### src/rtl/pc_pkg.sv
// rtl/pc_pkg.sv - shared encodings and default vectors for the program counter unit
// Contents:
//   pc_sel_e       next-PC source select (SEQ, TARGET, RET, HOLD)
//   pc_state_e     controller state (RUN, TRAP)
//   DEF_RESET_VEC  default PC after reset
//   DEF_TRAP_VEC   default PC loaded on a misaligned-target trap
package pc_pkg;

  typedef enum logic [1:0] {
    PC_SEL_SEQ    = 2'b00,
    PC_SEL_TARGET = 2'b01,
    PC_SEL_RET    = 2'b10,
    PC_SEL_HOLD   = 2'b11
  } pc_sel_e;

  typedef enum logic {
    ST_RUN  = 1'b0,
    ST_TRAP = 1'b1
  } pc_state_e;

  localparam logic [31:0] DEF_RESET_VEC = 32'h0000_0000;
  localparam logic [31:0] DEF_TRAP_VEC  = 32'h0000_0100;

endpackage

### src/rtl/pc_align_chk.sv
// rtl/pc_align_chk.sv - combinational target alignment check
// Configuration: PC_COMPRESSED_EN
//   defined   : 2-byte alignment, only bit[0] is examined
//   undefined : 4-byte alignment, bits[1:0] are examined
// Ports:
//   addr_lo     in   low address bits that must be zero for an aligned target
//   misaligned  out  1 when the target violates the required alignment
module pc_align_chk (
`ifdef PC_COMPRESSED_EN
  input  logic [0:0] addr_lo,
`else
  input  logic [1:0] addr_lo,
`endif
  output logic       misaligned
);

  // The port width already carries the alignment rule, so any set bit traps.
  assign misaligned = |addr_lo;

endmodule

### src/rtl/pc_unit.sv
// rtl/pc_unit.sv - program counter with sequential/target/return update and misaligned-target trap
// Configuration: PC_COMPRESSED_EN adds is_c (2-byte SEQ step, 2-byte target alignment)
// Ports:
//   clk         in   clock, all state updates on rising edge
//   rst         in   synchronous active-high reset
//   PC_Update   in   request a PC update this cycle (RUN only)
//   pc_sel      in   next-PC source: 00 SEQ, 01 TARGET, 10 RET, 11 HOLD
//   next_addr   in   branch/jump target
//   trap_ack    in   controller acknowledges the pending trap
//   is_c        in   (PC_COMPRESSED_EN only) current instruction is compressed
//   curr_addr   out  current PC
//   old_addr    out  PC before the last accepted update
//   trap_valid  out  misaligned-target trap pending
//   bad_addr    out  offending target of the last trap
//   epc_addr    out  PC at the time of the last trap
module pc_unit
  import pc_pkg::*;
#(
  parameter int              XLEN      = 32,
  parameter logic [XLEN-1:0] RESET_VEC = XLEN'(DEF_RESET_VEC),
  parameter logic [XLEN-1:0] TRAP_VEC  = XLEN'(DEF_TRAP_VEC)
) (
  input  logic            clk,
  input  logic            rst,
  input  logic            PC_Update,
  input  logic [1:0]      pc_sel,
  input  logic [XLEN-1:0] next_addr,
  input  logic            trap_ack,
`ifdef PC_COMPRESSED_EN
  input  logic            is_c,
`endif
  output logic [XLEN-1:0] curr_addr,
  output logic [XLEN-1:0] old_addr,
  output logic            trap_valid,
  output logic [XLEN-1:0] bad_addr,
  output logic [XLEN-1:0] epc_addr
);

  pc_state_e       state, state_nxt;
  logic [XLEN-1:0] curr_nxt, old_nxt, bad_nxt, epc_nxt;
  logic [XLEN-1:0] seq_step;
  logic            misaligned;

`ifdef PC_COMPRESSED_EN
  assign seq_step = is_c ? XLEN'(2) : XLEN'(4);
  pc_align_chk u_align (
    .addr_lo    (next_addr[0:0]),
    .misaligned (misaligned)
  );
`else
  assign seq_step = XLEN'(4);
  pc_align_chk u_align (
    .addr_lo    (next_addr[1:0]),
    .misaligned (misaligned)
  );
`endif

  always_ff @(posedge clk) begin
    if (rst) begin
      state     <= ST_RUN;
      curr_addr <= RESET_VEC;
      old_addr  <= RESET_VEC;
      bad_addr  <= '0;
      epc_addr  <= '0;
    end else begin
      state     <= state_nxt;
      curr_addr <= curr_nxt;
      old_addr  <= old_nxt;
      bad_addr  <= bad_nxt;
      epc_addr  <= epc_nxt;
    end
  end

  // The trap flag is exactly the TRAP state, so no separate register is kept.
  assign trap_valid = (state == ST_TRAP);

  always_comb begin
    state_nxt = state;
    curr_nxt  = curr_addr;
    old_nxt   = old_addr;
    bad_nxt   = bad_addr;
    epc_nxt   = epc_addr;
    unique case (state)
      ST_RUN: begin
        if (PC_Update) begin
          unique case (pc_sel_e'(pc_sel))
            PC_SEL_SEQ: begin
              old_nxt  = curr_addr;
              curr_nxt = curr_addr + seq_step;
            end
            PC_SEL_TARGET: begin
              old_nxt = curr_addr;
              if (misaligned) begin
                curr_nxt  = TRAP_VEC;
                bad_nxt   = next_addr;
                epc_nxt   = curr_addr;
                state_nxt = ST_TRAP;
              end else begin
                curr_nxt = next_addr;
              end
            end
            PC_SEL_RET: begin
              old_nxt  = curr_addr;
              curr_nxt = epc_addr;
            end
            default: ;  // HOLD leaves everything as is
          endcase
        end
      end
      ST_TRAP: begin
        // Updates arriving alongside or before the ack are dropped, not queued.
        if (trap_ack) state_nxt = ST_RUN;
      end
      default: state_nxt = ST_RUN;
    endcase
  end

endmodule

### config.mk
export PLATFORM = sky130hd
export DESIGN_NAME = pc_unit
export DESIGN_NICKNAME = d
export VERILOG_FILES = /design/src/rtl/pc_pkg.sv /design/src/rtl/pc_align_chk.sv /design/src/rtl/pc_unit.sv
export SDC_FILE = /design/constraint.sdc
export NUM_CORES = 1
export LEC_CHECK = 0
export CAP_MARGIN = 20
export CORE_ASPECT_RATIO = 0.75
export CORE_MARGIN = 1
export CORE_UTILIZATION = 51
export DETAILED_ROUTE_END_ITERATION = 7
export PLACE_DENSITY = 0.87
export REMOVE_ABC_BUFFERS = 1
export SYNTH_ARGS = -nofsm -noshare
export SYNTH_HDL_FRONTEND = slang
export SYNTH_SLANG_ARGS = --single-unit
export TNS_END_PERCENT = 30
### constraint.sdc
create_clock -name clk -period 5.2 [get_ports clk]
set_input_delay 1.04 -clock clk [delete_from_list [all_inputs] [get_ports clk]]
set_output_delay 1.04 -clock clk [all_outputs]
set_load 0.05 [all_outputs]
* After elaboration in Yosys (flattened, before gate mapping)
Cells that the tools add are included.
Operators by class: $add $sub $neg 1, equal/unequal tests 2, muxes and demuxes 7, bitwise gates (word level) 1, reductions and logical operators 7
Operators by type and width (number):
- case mux 32 bit (3 select lines) | 1
- adder 32 x 3 -> 32 bit, second input constant | 1
- two-way mux 32 bit | 1
- AND reduction 3 bit | 2
- two-way mux 1 bit | 4
- AND reduction 4 bit | 1
- nonzero test 3 bit | 1
- OR reduction 3 bit | 1
- == test 2 x 1 -> 1 bit, second input constant | 1
- == test 2 bit, second input constant | 1
- zero test 2 bit | 1
- case mux 1 bit (2 select lines) | 1
- OR reduction 2 bit | 1
- inverter 1 bit | 1
Storage, ports and cells: register bits after elaboration 129, input port bits 38, output and inout bits 129, logic and storage cells 23

* Depth between registers and ports, before layout
depth after elaboration 5, depth in mapped cells 9, depth with buffers taken out 7

* Hierarchy
Synthesis repeated with hierarchy kept, for this count alone.
Second synthesis, totals: cell total of the unflattened synthesis 756, area total of the unflattened synthesis 5845.6 µm²
By module, submodules not included:
- pc_unit | times used 1, cells an instance 755, area an instance 5839.4 µm², sequential area each 2582.5 µm²
- pc_align_chk | times used 1, cells an instance 1, area an instance 6.3 µm², sequential area each 0.0 µm²

* Worst setup path before layout
OpenSTA, ideal clock, no wires.
kind input port to flip-flop, start input pc_sel[0], end register curr_addr[22], setup time 0.134 ns, arrival 2.413 ns, data required time 5.066 ns, setup slack 2.653 ns, cell stages on the path 9, path buffers 2, path through inv_1 -> ha_1 -> clkbuf_1 -> clkinv_1 -> nand2_1 -> clkbuf_1 -> nor2_1 -> a21oi_1 -> o22ai_1
Between the ends: cells in the longest elaborated chain, start to end 3, elaborated cells on any way between the ends 6, classes of those cells 2 x eq/ne; 1 x mux; 3 x reduce/logical
RTL lines:
- start: declaration | line pc_unit.sv:26 | input logic [1:0] pc_sel,
- == test 2 x 1 -> 1 bit, or another cell as far along | line pc_unit.sv:86 | unique case (pc_sel_e'(pc_sel))
- nonzero test 3 bit (no source line)
- AND reduction 3 bit (no source line)
- end signal: assignment | line pc_unit.sv:67 | curr_addr <= curr_nxt;
- end: declaration | line pc_unit.sv:32 | output logic [XLEN-1:0] curr_addr,
Several ways; a longest one is shown, not always the timed one. A chain may end at the register's enable or synchronous reset.

* Worst setup path in the final report
start input pc_sel[0], end register curr_addr[20]
Same word-level chain as after synthesis.

==> reports/metrics.cfg <==
[outcome]
outcome = completed

[timing]
slew_violations = 0
tightestPinTransition_ns = 0.8666
fin_crit_sh_pct = 62.70
relSlewSlack_pct = 42.23
setup_tns_ns = 0
final.setup.worst_slack_ns = 1.940
clock.fmax_mhz = 306.7
skew_ns = 0.005456
layout_min_cycle_time_ns = 3.260
hold_viol_final = 0
final-setup-viol-count = 0
rsz0062_at_grt = no

[final_layout]
stdcell_count = 1027
mostFrequentLayoutCells = nand2_1 (211), clkdlybuf4s50_1 (165), dfxtp_1 (129)
fin_nets = 921
syn2layout_area_growth_pct = 39.75
mostFrequentLayoutCell = nand2_1
design_area_um2 = 7853
multi_input_area_um2 = 2770
drive_gt1_share_pct = 5.499
regArea_um2 = 2582
antenna_cells = 0
nFillCells = 746

[yosys]
async_reset_ff_share_pct = 0
synth_cell_type_count = 47
synth_ff_type = dfxtp_1
synthCells = 747
synthesis.area_um2 = 5619
yosysSeqAreaShare_pct = 45.96
synth_area_leader_cell = dfxtp_1
netlist_top_cells_area = dfxtp_1 (46%), nand2_1 (14%), a21oi_1 (11%), clkbuf_1 (3.6%), a22oi_1 (2.9%)
synth_warnings = 0
synth_edf_count = 0
ys_ff_latch = 129
synth_top_cell_area_share_pct = 45.96
avgSynthCellArea_um2 = 7.522

[setup_path]
path_class = primary input to flip-flop
start_kind = primary input
endpoint = curr_addr[20]
r2r-end = curr_addr[23]
startpoint = pc_sel[0]
cp_max_fo = 17
cp_cell_sequence = clkdlybuf4s50_1, inv_1, ha_1, clkinv_1, nand2_1, o22ai_1, a211oi_1, nor2_1
cp-end-kind = flip-flop
arrival_ns = 3.52
slowest_stage = nand2_1
reg2reg_from = curr_addr[6]
r2r_slack_ns = 2.78
r2r.worst_path.cells = 5
critPathRequiredTime_ns = 5.46
slowest_delay_ns = 0.68

[cts]
cts_buffers = 17
cts_root_buffer = clkbuf_16
ctsResizeCount = 0
cts_max_level = 4
cts_tree = built
postCtsHoldBufs = 0
clkTransAtPathRegs_ns = 0.06
cts_setup_buffers = 0
cts.sinks = 129
clk_latency_ns = 0.41
clockBufferDepth = 2

[route]
ant_nets = 0
vias = 6205
drt_iter0_markers = 590
wl_um = 17940
post_drt_wl_per_cell_um = 17.47
drc = 0
vias_per_cell = 6.042
dr.pass1.iters = 6

[place]
dp.cells = 996
place_congestion = 0.8505
hpwl_um = 11500
placedInstanceArea_um2 = 7295
place_ws_ns = 1.561
io_buffers = 166

[pwr]
ir_worst_vdd_uv = 220.4
power_leakage_uw = 0.002548
power.density_nw_per_um2 = 307.3
finalPower_uw = 2413

[job]
drv_cap = 0

[global_routing]
grtUsageTotal_pct = 31.89
grt_pass1_vias = 5786
grt_max_degree = 84
overflow = 0
antenna_found_initial = 0
grt_first_pass_wirelength_um = 28700

[die]
coreArea_um2 = 10490
die_y_um = 92.91
io_pins = 167
start_util_pct = 53.57
fp-row-count = 32
die_width_um = 123.2
die-area_um2 = 11450

[hold_path]
hp-class = flip-flop to flip-flop
hp-start = bad_addr[31]

power breakdown:
part,switching [µW],total [µW],leakage [µW],internal [µW]
Clock,433,1120,0.000264,690
Combinational,178,263,0.00124,84.8
Sequential,21.5,1030,0.00104,1010
Total,632,2410,0.00255,1780
worst min path at each step:
stage / slack (ns) / cells past startpoint / to
after floorplan: 0.67 / 2 / bad_addr[0]
after global placement: 0.44 / 2 / bad_addr[10]
after detailed placement: 0.45 / 2 / old_addr[10]
after CTS: 0.46 / 2 / old_addr[15]
after global routing: 0.47 / 2 / old_addr[24]
final: 0.45 / 2 / bad_addr[31]
Yosys cell counts, drive strengths merged (2+ instances only):
| master | n |
|---|---|
| a211oi | 2 |
| a21oi | 128 |
| a221oi | 8 |
| a22o | 2 |
| a22oi | 22 |
| a31oi | 5 |
| and2 | 3 |
| and3 | 6 |
| and4 | 4 |
| buf | 10 |
| clkbuf | 54 |
| dfxtp | 129 |
| ha | 4 |
| inv | 7 |
| mux2i | 6 |
| nand2 | 211 |
| nand2b | 4 |
| nand3 | 17 |
| nand3b | 2 |
| nand4 | 12 |
| nor2 | 35 |
| nor3 | 19 |
| nor3b | 4 |
| nor4 | 7 |
| o211ai | 2 |
| o21ai | 14 |
| o22ai | 5 |
| o31ai | 2 |
| o32ai | 4 |
| or3 | 3 |
| or3b | 3 |
| or4 | 2 |
cells by family after synthesis:
logic type               after synthesis  synth area share, %
AO/OA/AOI/OAI                        201                20.77
buffers and inverters                 72                5.143
flip-flops                           129                45.96
multiplexers                           6                1.069
adder cells (fa/ha/maj)                4               0.8907
AND/OR/NAND/NOR                      335                26.16
metrics by stage:
step | hold slack (ns) | utilization [%]
after floorplan | 0.6744 | -
after global placement | 0.4404 | 69.54
after detailed placement | 0.4473 | 69.54
after CTS | 0.4558 | 74.86
after global routing | 0.4693 | 74.86
final | 0.4542 | 74.86
routing by layer:
| metal | vias up | GRT usage (%) | part of all wire [%] |
|---|---|---|---|
| li1 | 2862 | - | - |
| met1 | 2928 | 42.07 | 42 |
| met2 | 374 | 50.79 | 47 |
| met3 | 41 | 7.143 | 9.5 |
| met4 | 0 | 11.55 | 2.1 |
| met5 | - | 0 | 0 |
state kept, by name, summed over array words and instances, names as in the netlist:
register,count
bad_addr,32
curr_addr,32
epc_addr,32
old_addr,32
trap_valid,1
cell type report:
class	instances	share of cell area, %
inverter	8	0.3824
tap	136	2.167
clock buffer	22	6.039
clock inverter	9	1.068
multi-input combinational	546	35.28
sequential	129	32.89
timing repair buffer	177	22.18
critical path: cells and delay by family:
family                     cells  cell delay, ns
AOI/OAI and AO/OA              2            0.43
adders and majority gates      1            0.30
buffers and inverters          3            0.98
and+or+nand+nor                2            0.75
Power figures use the tool's default switching activity.
